[config.mk]
export PLATFORM = sky130hd
export DESIGN_NAME = fetch_buf_stage
export DESIGN_NICKNAME = d
export VERILOG_FILES = /design/src/rtl/fetch_buf_stage.sv
export SDC_FILE = /design/constraint.sdc
export NUM_CORES = 1
export LEC_CHECK = 0
export ABC_AREA = 0
export BUFFER_PORTS_ARGS = -buffer_cell sky130_fd_sc_hd__clkbuf_2
export CAP_MARGIN = 20
export CORE_MARGIN = 5
export CORE_UTILIZATION = 40
export CTS_CLUSTER_SIZE = 8
export DETAILED_ROUTE_END_ITERATION = 8
export PLACE_DENSITY = 0.63
export SKIP_CTS_REPAIR_TIMING = 1
export SLEW_MARGIN = 5
export SYNTH_ARGS = -nofsm -noshare
export SYNTH_HDL_FRONTEND = slang
export SYNTH_SLANG_ARGS = --single-unit
[constraint.sdc]
create_clock -name clk -period 7.5 [get_ports clk]
set_input_delay 1.5 -clock clk [delete_from_list [all_inputs] [get_ports clk]]
set_output_delay 1.5 -clock clk [all_outputs]
set_load 0.005 [all_outputs]
[src/rtl/fetch_buf_stage.sv]
// fetch_buf_stage: instruction fetch over an in-order req/addr_ok/data_ok bus, pending-PC queue, output FIFO.
// Latency: data_ok in cycle T shows on out_* in T+1; a redirect empties the FIFO for the next cycle.
// Backpressure: out_ready stalls the FIFO; fetch credits drop inst_req before the FIFO could overflow.
// Optional feature macro FETCH_ADEF_EN: misaligned fetch PCs produce an out_adef entry instead of a bus request.
module fetch_buf_stage #(
  parameter int                ADDR_W          = 32,
  parameter int                DATA_W          = 32,
  parameter logic [ADDR_W-1:0] RESET_PC        = ADDR_W'(32'h1c00_0000),
  parameter int                BUF_DEPTH       = 4,
  parameter int                MAX_OUTSTANDING = 2
) (
  input  logic              clk,
  input  logic              resetn,
  input  logic              redirect_valid,
  input  logic [ADDR_W-1:0] redirect_pc,
  output logic              inst_req,
  output logic [ADDR_W-1:0] inst_addr,
  input  logic              inst_addr_ok,
  input  logic              inst_data_ok,
  input  logic [DATA_W-1:0] inst_rdata,
  output logic              out_valid,
  output logic [ADDR_W-1:0] out_pc,
  output logic [DATA_W-1:0] out_inst,
`ifdef FETCH_ADEF_EN
  output logic              out_adef,
`endif
  input  logic              out_ready
);

  localparam int CW = $clog2(BUF_DEPTH + MAX_OUTSTANDING + 1);
  localparam int PW = $clog2(BUF_DEPTH);
  localparam int QW = (MAX_OUTSTANDING > 1) ? $clog2(MAX_OUTSTANDING) : 1;
  localparam logic [CW-1:0] DEPTH_C = CW'(BUF_DEPTH);
  localparam logic [CW-1:0] MAXO_C  = CW'(MAX_OUTSTANDING);
  localparam logic [QW-1:0] QLAST   = QW'(MAX_OUTSTANDING - 1);

  logic              run;
  logic [ADDR_W-1:0] pc;
  logic [CW-1:0]     fifo_count, outstanding, cancel_cnt, outstanding_nxt;
  logic [PW-1:0]     rd_ptr, wr_ptr;
  logic [ADDR_W-1:0] buf_pc   [BUF_DEPTH];
  logic [DATA_W-1:0] buf_inst [BUF_DEPTH];
  logic [ADDR_W-1:0] pend_pc  [MAX_OUTSTANDING];
  logic [QW-1:0]     pend_rd, pend_wr;
  logic              credit, accept, resp, keep, push, pop;
  logic [ADDR_W-1:0] push_pc;
  logic [DATA_W-1:0] push_inst;
`ifdef FETCH_ADEF_EN
  logic              misaligned, adef_push, adef_done, push_adef;
  logic              buf_adef [BUF_DEPTH];
`endif

  assign inst_addr = {pc[ADDR_W-1:2], 2'b00};
  assign out_valid = (fifo_count != '0);
  assign out_pc    = buf_pc[rd_ptr];
  assign out_inst  = buf_inst[rd_ptr];
`ifdef FETCH_ADEF_EN
  assign out_adef  = buf_adef[rd_ptr];
`endif

  // Credit check, bus handshakes and FIFO push/pop decisions for this cycle
  always_comb begin
    // Stale requests still hold outstanding slots, so the credit sum covers every response that can return
    credit = (outstanding < MAXO_C) && ((fifo_count + outstanding) < DEPTH_C);
`ifdef FETCH_ADEF_EN
    misaligned = (pc[1:0] != 2'b00);
    inst_req   = run && credit && !misaligned;
    // Only misaligned PCs reached via redirect exist; wait for stale responses to drain first
    adef_push  = run && misaligned && !adef_done && (outstanding == '0) &&
                 (fifo_count < DEPTH_C) && !redirect_valid;
`else
    inst_req   = run && credit;
`endif
    accept    = inst_req && inst_addr_ok;
    resp      = inst_data_ok && (outstanding != '0);
    keep      = resp && (cancel_cnt == '0) && !redirect_valid;
    pop       = out_valid && out_ready && !redirect_valid;
    push_pc   = pend_pc[pend_rd];
    push_inst = inst_rdata;
`ifdef FETCH_ADEF_EN
    push_adef = 1'b0;
    push      = keep || adef_push;
    if (adef_push) begin
      push_pc   = pc;
      push_inst = '0;
      push_adef = 1'b1;
    end
`else
    push      = keep;
`endif
    outstanding_nxt = outstanding + CW'(accept) - CW'(resp);
  end

  // Fetch PC, outstanding credit and stale-response accounting
  always_ff @(posedge clk or negedge resetn) begin
    if (!resetn) begin
      run         <= 1'b0;
      pc          <= RESET_PC;
      outstanding <= '0;
      cancel_cnt  <= '0;
`ifdef FETCH_ADEF_EN
      adef_done   <= 1'b0;
`endif
    end else begin
      run         <= 1'b1;
      outstanding <= outstanding_nxt;
      if (redirect_valid) begin
        // Everything accepted up to and including this cycle and still unanswered is stale
        pc         <= redirect_pc;
        cancel_cnt <= outstanding_nxt;
`ifdef FETCH_ADEF_EN
        adef_done  <= 1'b0;
`endif
      end else begin
        if (accept) pc <= pc + ADDR_W'(4);
        if (resp && (cancel_cnt != '0)) cancel_cnt <= cancel_cnt - CW'(1);
`ifdef FETCH_ADEF_EN
        if (adef_push) adef_done <= 1'b1;
`endif
      end
    end
  end

  // In-order queue of PCs for requests accepted but not yet answered
  always_ff @(posedge clk or negedge resetn) begin
    if (!resetn) begin
      pend_rd <= '0;
      pend_wr <= '0;
      for (int i = 0; i < MAX_OUTSTANDING; i++) pend_pc[i] <= '0;
    end else begin
      if (accept) begin
        pend_pc[pend_wr] <= pc;
        pend_wr          <= (pend_wr == QLAST) ? '0 : pend_wr + QW'(1);
      end
      if (resp) pend_rd <= (pend_rd == QLAST) ? '0 : pend_rd + QW'(1);
    end
  end

  // Instruction FIFO towards decode; redirect empties it
  always_ff @(posedge clk or negedge resetn) begin
    if (!resetn) begin
      rd_ptr     <= '0;
      wr_ptr     <= '0;
      fifo_count <= '0;
      for (int i = 0; i < BUF_DEPTH; i++) begin
        buf_pc[i]   <= '0;
        buf_inst[i] <= '0;
`ifdef FETCH_ADEF_EN
        buf_adef[i] <= 1'b0;
`endif
      end
    end else if (redirect_valid) begin
      rd_ptr     <= '0;
      wr_ptr     <= '0;
      fifo_count <= '0;
    end else begin
      if (push) begin
        buf_pc[wr_ptr]   <= push_pc;
        buf_inst[wr_ptr] <= push_inst;
`ifdef FETCH_ADEF_EN
        buf_adef[wr_ptr] <= push_adef;
`endif
        wr_ptr <= wr_ptr + PW'(1);
      end
      if (pop) rd_ptr <= rd_ptr + PW'(1);
      fifo_count <= fifo_count + CW'(push) - CW'(pop);
    end
  end

endmodule

==> results of run 1 <==
layout by cell type, fill, tap and decap left out, drive strengths merged, types with 14 or more instances in the layout:
master | synthesis | routed
nand2 | 38 | 38
xnor2 | 28 | 28
inv | 14 | 14
dfrtp | 365 | 365
nor2 | 14 | 14
mux4 | 64 | 64
clkbuf | 23 | 231
mux2 | 356 | 356
o21ai | 29 | 29
worst paths after layout:
check	endpoint	slack [ns]	startpoint
setup / recovery	out_inst[1]	3.00	rd_ptr[0]$_DFFE_PN0P_
hold / removal	pend_pc[57]$_DFFE_PN0P_	0.47	pend_pc[57]$_DFFE_PN0P_
setup reg to reg	cancel_cnt[2]$_DFFE_PN0P_	4.45	fifo_count[1]$_DFF_PN0_
hold reg to reg	pend_pc[57]$_DFFE_PN0P_	0.47	pend_pc[57]$_DFFE_PN0P_
max in group asynchronous	buf_pc[4]$_DFFE_PN0P_	5.24	resetn
min in group asynchronous	buf_inst[77]$_DFFE_PN0P_	1.00	resetn
Yosys cell counts, types with 2 or more instances:
| library cell | number | area (um^2) |
|---|---|---|
| buf_4 | 38 | 285.3 |
| mux2_1 | 76 | 855.8 |
| mux4_2 | 64 | 1441 |
| and3_4 | 5 | 56.30 |
| o31ai_1 | 2 | 15.01 |
| buf_2 | 6 | 30.03 |
| and3_1 | 5 | 31.28 |
| mux2_2 | 40 | 450.4 |
| nor3b_1 | 2 | 15.01 |
| o21ai_1 | 15 | 75.07 |
| nor4b_2 | 2 | 30.03 |
| nand2_1 | 38 | 142.6 |
| nand3_1 | 12 | 60.06 |
| o21ai_0 | 14 | 70.07 |
| a31oi_1 | 3 | 18.77 |
| nor4_1 | 13 | 81.33 |
| dfstp_2 | 3 | 78.83 |
| mux2_4 | 240 | 3603 |
| inv_1 | 13 | 48.80 |
| a21oi_1 | 2 | 10.01 |
| nor2_1 | 13 | 48.80 |
| or3_1 | 3 | 18.77 |
| buf_12 | 28 | 560.5 |
| fa_1 | 2 | 40.04 |
| and2_1 | 6 | 37.54 |
| xor2_1 | 11 | 96.34 |
| xnor2_1 | 26 | 227.7 |
| ha_1 | 13 | 162.7 |
| nand4_1 | 12 | 75.07 |
| nor3_1 | 3 | 15.01 |
| clkbuf_1 | 22 | 82.58 |
| or4_1 | 2 | 15.01 |
| conb_1 | 2 | 7.510 |
| mux2i_1 | 2 | 20.02 |
| xnor2_2 | 2 | 32.53 |
| dfrtp_1 | 365 | 9134 |
| buf_1 | 5 | 18.77 |
| and4_1 | 4 | 35.03 |
cells by family after synthesis:
group,Yosys count
adder cells (fa/ha/maj),15
XOR/XNOR,39
multiplexers,422
buffers and inverters,115
AO/OA/AOI/OAI,38
other,2
AND/OR/NAND/NOR,123
flip-flops,368
routing by layer:
layer	global-route usage	vias up	wire length (um)
li1	-	4269	-
met1	0.2251	5112	18610
met2	0.2666	194	19570
met3	0.03501	58	1991
met4	0.03834	2	758
met5	0.008798	-	54
through the flow:
step	util	power (uW)	area, um^2	setup WS (ns)	hold slack (ns)
global placement	0.4175	4836	18820	3.071	0.4627
CTS	0.4489	7011	20240	2.857	0.4817
finish	0.4490	6901	20240	2.997	0.4745
floorplan	-	4176	18100	4.207	0.4524
global route	0.4489	7284	20240	2.745	0.4925
detailed placement	0.4179	4887	18840	3.041	0.4708
cell type report:
cell class,instances,share of cell area
tap,600,0.03709
clock inverter,1,0.0003709
multi-input combinational,640,0.3882
timing repair buffer,177,0.04759
clock buffer,67,0.06861
antenna,1,0.0001236
inverter,14,0.002596
sequential,368,0.4555
state kept, by name, summed over array words and instances, names as in the netlist:
| register | count |
|---|---|
| run | 1 |
| buf_pc | 128 |
| buf_inst | 128 |
| cancel_cnt | 3 |
| wr_ptr | 2 |
| pc | 32 |
| pend_wr | 1 |
| pend_pc | 64 |
| pend_rd | 1 |
| rd_ptr | 2 |
| fifo_count | 3 |
| outstanding | 3 |
power by group through the flow:
stage                     sequential (uW)  clock (uW)  combinational (uW)
final                                2830        2070                2000
after global routing                 2890        2220                2170
after CTS                            2840        2130                2050
after detailed placement             2850           0                2040
after global placement               2840           0                2000
after floorplan                      2660           0                1520
critical path, delay by kind of cell, from the launching register on:
family / cells / cell delay [ns]
buffers and inverters: 2 / 0.78
DFF: 1 / 1.02
muxes: 1 / 0.64
==> results.md, run 1 <==
* Compound-Gate Fraction of Synth Area at 0.01182
* Status: finished, final reports clean
* Clock Skew at between 0.01 and 0.015 ns
* CP required at 6.00 ns
* Syn Area/Cell at 16.13 um^2
* Routed len/inst at 21.94 um
* # port buffers at ~170
* Clock power frac at 0.300
* Largest family of logic cells by synthesized area: multiplexers
* Initial drt markers at 533
* Fin cells at 1868
* Share of layout cells above drive strength 1 at 0.4712
* Multiplexer area fraction after synthesis at 0.3521
* Grt total ovfl at 0
* TritonCTS buffer count at 52
* Max Slew Vio Count at 0
* Tcrit/Tclk final at 0.6005
* Dpl cells at 1799
* Fill cells at 4054
* FFs w/ async S/R, synth at 1.000
* Critical path start-end classification: register to output pin
* Clock Sinks at roughly 370
* Number of H-tree levels at 2
* Slowest CP cell: dfrtp_4
* CTS tree: yes
* DIE HEIGHT at 222.7 um
* Synth unique cells at 46
* Crit. End Element: output pin
* Die W at around 220 um
* Final ANT Viol Nets at 0
* Largest net degree at the start of global routing at between 100 and 150
* Hold Crit Class: register to register
* Seq cells post-synth at around 370
* Clock latency on the worst-skew pair at 0.55 ns
* Max Clk Rate at 0.2221 GHz
* EDFF count, synth at 0
* DR vias at 9635
* Unrepaired setup endpoints after global routing: no
* Gpl congestion at 0.7228
* Area of the core at 45090 um^2
* DRT Pass-1 Iters at 4
* Multi-input gate area at 7858 um^2
* Clock transition at the registers of the reported paths at 0.05 ns
* Gate power share at 0.289
* Routed wire length at 40.99 mm
* Internal Pwr Total at 4857 uW
* Final setup fails at 0
* Max IR drop VDD at 181.5 uV
* DP Wirelength at 25.65 mm
* Leak pwr at 0.009382 uW
* Root Driver: clkbuf_16
* First-pass GRT wire length at 64.48 mm
* Max incr delay on CP at 1.02 ns
* Layout overhead on the synthesized area at 11.87%
* Seq/Total Area, Yosys at 0.5091
* R2R cell count at 11
* Net Switching at 2044 uW
* Antenna violations before repair at 1
* Post-route setup TNS at 0 ns
* Max Cap Violations at 0
* Synthesized area at 18090 um^2
* Synth Flop Type: dfrtp_1
* Worst-Margin Slew at 1.159 ns
* Vias in the first global route at 10660
* CP cell instances: buf_4 > mux4_2 > clkbuf_2
* Num rows at 78
* GRT Util Overall at 0.1635
* CTS Buffer Depth at 3
* Post-Synth Simple-Gate Area at 0.03782
* Xor/xnor share of the synthesized area at 0.01971
* Pwr dens at 340.9 nW/um^2
* Sequential cell area at 9220 um^2
* Io pins at 168
* Max_slew headroom at 0.2271
* Hold Path Depth at 1
* Syn Inst Count at between 1000 and 1500
* Final min period at ~4.5 ns
* Crit Path Max Fanout at 39
* Synthesis Warnings at 0
* Nets at 1338
* Startpoint Class: register
* Switching share of power at 0.2962
* Die footprint at 49590 um^2
* Critical Path AT at 3.00 ns
* Via/cell ratio at 5.158
* Adder-cell share of the synthesized area at 0.01120
* Final-report hold violation count at 0
* Flop pwr share at 0.410
* DR DRC count at 0
* Starting density of the core at 0.4013
Note: power is estimated with default switching activity, not from simulation.
==> run 2: changes to the inputs <==
Settings changed: ABC_AREA 0 to 1, PLACE_DENSITY 0.63 to 0.66.
Clock period 7.5 ns to 3.9 ns, I/O delays scaled along.
==> run 2 against run 1 <==
  * Setup slack got worse by 2.5 ns
  * Routed wire length increased by 30%
  * Non-clock buffer count increased by 26
  * Power increased by 100%
  * Synthesized cell count increased by 110%
  * Clock skew increased by 0.018 ns
  * Die area decreased by 0.54%
  * First-iteration DRC count increased to 3.1 times the previous value
  * Sequential power increased by 94%
  * Critical endpoint is now out_pc[23]
==> results.md, run 2 <==
* Die W at 222.1 um
* Most frequent cells after synthesis: nand2_1 (854), dfrtp_1 (365), o21ai_0 (267), o21ai_1 (230), nor2_1 (185)
* Final hold slack at 0.2050 ns
* Number of H-tree levels at 2
* CTS Buffer Depth at 3
* Num rows at 77
* Final setup fails at 0
* Commonest non-fill, non-tap cell in the layout: nand2_1
* Clock transition at the registers of the reported paths at 0.05 ns
* Most frequent cell after synthesis: nand2_1
* Share of layout cells above drive strength 1 at 0.1171
* Gpl congestion at 0.8496
* Hold Crit Class: input pin to async pin
* Buffer and inverter count on the worst path at 2
* Clock latency on the worst-skew pair at approximately 0.60 ns
* DRT Pass-1 Iters at 5
* FFs w/ async S/R, synth at 1.000
* Largest registers: buf_inst: 128 flops, buf_pc: 128 flops, pend_pc: 64 flops
* Leak pwr at around 0.011 uW
* Seq cells post-synth at 368
* Fin cells at 3009
* Routed len/inst at 17.70 um
* Synth unique cells at 29
* CTS tree: yes
* Dpl cells at 2942
* Area share of the largest cell type after synthesis at 0.5076
* Syn Inst Count at 2337
* Final min period at 3.396 ns
* Synth Flop Type: dfrtp_1
* Largest net degree at the start of global routing at 198
* CP required at 3.12 ns
* Register-to-register path setup slack at 1.24 ns
* Starting density of the core at 0.4060
* # port buffers at between 150 and 200
* Post-route setup TNS at 0 ns
* Seq/Total Area, Yosys at 0.5120
* Max Clk Rate at roughly 0.29 GHz
* Crit Path Max Fanout at 55
* Final ANT Viol Nets at 0
* Final-report hold violation count at 0
* DR DRC count at 0
* TritonCTS buffer count at 52
* DP Wirelength at 32.69 mm
* Slowest CP cell: dfrtp_4
* Layout overhead on the synthesized area at 14.07%
* Grt total ovfl at 0
* Max incr delay on CP at 0.69 ns
* Tcrit/Tclk final at 0.8708
* Synthesized area at about 18000 um^2
* Clock Sinks at roughly 370
* Pwr dens at 682.4 nW/um^2
* R2R Path Start: fifo_count[1]$_DFF_PN0_
* CP cell instances: buf_4 > o21ai_0 > o22ai_1 > clkbuf_2
* Io pins at 168
* Die footprint at 49320 um^2
* Worst-Margin Slew at 1.064 ns
* Worst Setup SP: rd_ptr[0]$_DFFE_PN0P_
* Startpoint Class: register
* Commonest cells after routing, fill and taps aside: nand2_1 (854), dfrtp_1 (363), o21ai_0 (267)
* Antenna violations before repair at 0
* Max IR drop VDD at around 360 uV
* Final total power at 14000 uW
* Delay-heaviest family, CP: buffers and inverters
* Post-synth top area cell: dfrtp_1
* Critical Path AT at 2.62 ns
* R2R cell count at 10
* Via/cell ratio at 5.317
* Max_slew headroom at 0.2880
* Vias in the first global route at roughly 16000
* Synthesis Warnings at 0
* Clock Skew at around 0.032 ns
* DR vias at 16000
* Max Slew Vio Count at 0
* Critical path start-end classification: register to output pin
* Root Driver: clkbuf_16
* Initial drt markers at roughly 1700
* First-pass GRT wire length at 86.45 mm
* Unrepaired setup endpoints after global routing: no
* Routed wire length at roughly 53 mm
* Antenna cells at 0
* EDFF count, synth at 0
* Area of the core at 44320 um^2
* Synth top area cells: dfrtp_1 (51%), nand2_1 (18%), o21ai_0 (7.4%)
* Crit. End Element: output pin
* Final Util at 0.4631
* Nets at around 2500
* Max Cap Violations at 0
* Syn Area/Cell at 7.699 um^2
* GRT Util Overall at 0.2117
* RR Endpoint: pc[10]$_DFFE_PN0N_
* DIE HEIGHT at 222.1 um
* Status: finished, final reports clean
## run 2: layer usage
layer  share of wire  vias up  routed length [um]  global-route usage
li1                -     7683                   -                   -
met1            0.45     7651               23940              0.3000
met2            0.46      584               24540              0.3380
met3           0.071       80                3756             0.03840
met4           0.019        0                1013             0.05448
met5               0        -                   0                   0
## run 2: worst max-delay path by stage
stage | to | slack, ns | depth (start not counted)
after CTS | out_pc[24] | 0.50 | 4
after detailed placement | buf_pc[12]$_DFFE_PN0P_ | 0.97 | 7
final | out_pc[23] | 0.50 | 4
after global routing | out_pc[21] | 0.40 | 4
after global placement | buf_pc[10]$_DFFE_PN0P_ | 0.97 | 7
after floorplan | cancel_cnt[2]$_DFFE_PN0P_ | 1.20 | 13
## run 2: area by class of cell
cell class	count	area, um^2
Fill cell	4425	23790
Sequential cell	368	9218
Multi-Input combinational cell	1712	7634
Clock buffer	63	1364
Timing Repair Buffer	203	1234
Tap cell	592	740.7
Inverter	67	252.7
Clock inverter	4	81.33
## run 2: where the power goes
part           switching, uW  leakage [uW]  internal (uW)
sequential               641       0.00484           4840
combinational           2910       0.00516           1470
clock                   1660      0.000701           2480
total                   5210        0.0107           8790
## run 2: through the flow
stage          setup slack, ns  area (um^2)
3_5_place_dp            0.9668        19080
2_1_floorplan            1.200        18000
6_report                0.5037        20520
5_1_grt                 0.3998        20520
3_3_place_gp            0.9673        19080
4_1_cts                 0.4990        20520
## run 2: cell families (layout without fill, tap and decap cells)
kind of cell               after synthesis  after routing  synth area share
other                                    2              3         0.0004174
buffers and inverters                  258            337           0.06433
DFF                                    368            368            0.5120
and+or+nand+nor                       1110           1110            0.2411
AOI/OAI and AO/OA                      569            569            0.1636
xor gates and xnor gates                15             15          0.007302
adders and majority gates               15             15           0.01127
==> run 3: changes to the inputs <==
Settings changed: ABC_AREA 1 to default.
==> run 3 against run 2 <==
  * Setup slack gained 0.083 ns
  * Highest routed layer unchanged
  * Clock power hardly changed
  * Critical path type unchanged
  * Sequential power fell by 2%
  * Sequential cell count is the same
  * Worst hold slack gained 0.081 ns
  * Global-route usage is 5.1 points lower
  * Register-to-register slack got worse by 0.19 ns
  * Routed wire length down 25%
  * Via count is 40% lower
  * Power is 4.4% lower
  * Count of clock-buffer cells in the layout grew 2
  * First-iteration DRC count down 69%
  * Largest power group unchanged
==> results.md, run 3 (synthesized netlist as in run 1, its figures left out) <==
* Tcrit/Tclk final at 0.8495
* Gpl congestion at 0.7935
* Hold Crit Class: input pin to async pin
* Leak pwr at approximately 0.0095 uW
* CP required at 3.12 ns
* Nets at 1353
* Commonest non-fill, non-tap cell in the layout: dfrtp_1
* Grt total ovfl at 0
* DR vias at ~9700
* Startpoint Class: register
* DR DRC count at 0
* Antenna violations before repair at 1
* Critical path start-end classification: register to output pin
* TritonCTS buffer count at 52
* Worst-Margin Slew at ~0.83 ns
* DRT Pass-1 Iters at 4
* Pwr dens at 653.0 nW/um^2
* Area of the core at 45090 um^2
* Max Slew Vio Count at 0
* Clock transition at the registers of the reported paths at ~0.05 ns
* Max Cap Violations at 0
* Clock latency on the worst-skew pair at 0.59 ns
* First-pass GRT wire length at 63.79 mm
* Final-report hold violation count at 0
* Critical Path AT at 2.53 ns
* Crit Path Max Fanout at 33
* Fin cells at around 1900
* Status: finished, final reports clean
* Via/cell ratio at 5.128
* Num rows at slightly below 80
* Commonest cells after routing, fill and taps aside: dfrtp_1 (363), mux2_4 (240), clkbuf_2 (164)
* Final min period at 3.313 ns
* DIE HEIGHT at 222.7 um
* Routed wire length at 40.07 mm
* CTS Buffer Depth at 3
* Share of layout cells above drive strength 1 at 0.4782
* CTS tree: yes
* Starting density of the core at 0.4013
* Clock Skew at 0.03165 ns
* Layout overhead on the synthesized area at 13.30%
* Unrepaired setup endpoints after global routing: no
* Finished layout cell area at between 20000 and 25000 um^2
* Die footprint at 49590 um^2
* Largest net degree at the start of global routing at between 100 and 150
* Post-route setup TNS at 0 ns
* Final setup fails at 0
* Die W at 222.7 um
* DP Wirelength at 26.04 mm
* Max Clk Rate at 0.3018 GHz
* Crit. End Element: output pin
* Final ANT Viol Nets at 0
* Largest registers: buf_inst: 128 flops, buf_pc: 128 flops, pend_pc: 64 flops
* Routed len/inst at between 20 and 25 um
* # port buffers at 165
* GRT Util Overall at 0.1608
* Io pins at 168
* Vias in the first global route at 10790
* Initial drt markers at 510
* Max_slew headroom at 0.4440
* Number of H-tree levels at 2
* Dpl cells at 1814
* Cell Area, Placed at 19040 um^2
* Root Driver: clkbuf_16
* Max IR drop VDD at ~370 uV
* Clock Sinks at 368
==> run 3: cell count changes in the layout (fill, tap and decap cells not counted), sizes merged, moves of 13 or more <==
cell    before  now
nand2      854   38
o21ai      497   29
mux2         0  356
nor2       190   14
o22ai       65    0
mux4         0   64
inv         65   16
nand3       51   13
xnor2        6   28
nand3b      13    0
nor4         0   13
==> run 3: stage by stage <==
step / setup slack [ns] / hold WS, ns / power, uW / utilization
floorplan: 1.279 / 0.4524 / 8031 / -
global placement: 1.057 / 0.4633 / 9235 / 0.4224
detailed placement: 1.035 / 0.4720 / 9345 / 0.4224
CTS: 0.4586 / 0.2963 / 13610 / 0.4547
global route: 0.3858 / 0.3336 / 14130 / 0.4547
finish: 0.5868 / 0.2860 / 13390 / 0.4547
==> run 3: path summary, 6_finish.rpt <==
path | startpoint | endpoint | slack (ns) | cells past startpoint
max | rd_ptr[0]$_DFFE_PN0P_ | out_inst[26] | 0.59 | 3
min | resetn | buf_inst[85]$_DFFE_PN0P_ | 0.29 | 1
max reg2reg | fifo_count[1]$_DFF_PN0_ | cancel_cnt[2]$_DFFE_PN0P_ | 1.05 | 11
min reg2reg | pend_pc[59]$_DFFE_PN0P_ | pend_pc[59]$_DFFE_PN0P_ | 0.47 | 1
max in group asynchronous | resetn | buf_pc[107]$_DFFE_PN0P_ | 2.77 | 2
min in group clk | redirect_pc[26] | pc[26]$_DFFE_PN1N_ | 0.39 | 3
==> run 3: area by class of cell <==
| class | count | area (um^2) |
|---|---|---|
| diodes | 1 | 2.502 |
| clock buffers | 65 | 1350 |
| clock inverters | 5 | 105.1 |
| fillers | 3981 | 24590 |
| inverters | 14 | 52.55 |
| multi-input cells | 640 | 7858 |
| flip-flops and latches | 368 | 9220 |
| well taps | 600 | 750.7 |
| repair buffers | 192 | 1164 |
==> run 3: critical path: stages, from the launching register on <==
cell      delay (ns)
dfrtp_4         0.91
buf_4           0.37
mux4_2          0.55
clkbuf_2        0.13
==> run 3: report_power, final <==
part,switching [uW],internal (uW),total [uW]
sequential,654,4730,5380
clock,1640,2530,4170
combinational,1630,2210,3840
total,3920,9470,13400
==> run 3: layer usage <==
layer | GRT usage | share of wire
met1 | 0.2220 | 0.46
met2 | 0.2552 | 0.47
met3 | 0.03673 | 0.050
met4 | 0.04921 | 0.022
met5 | 0 | 0
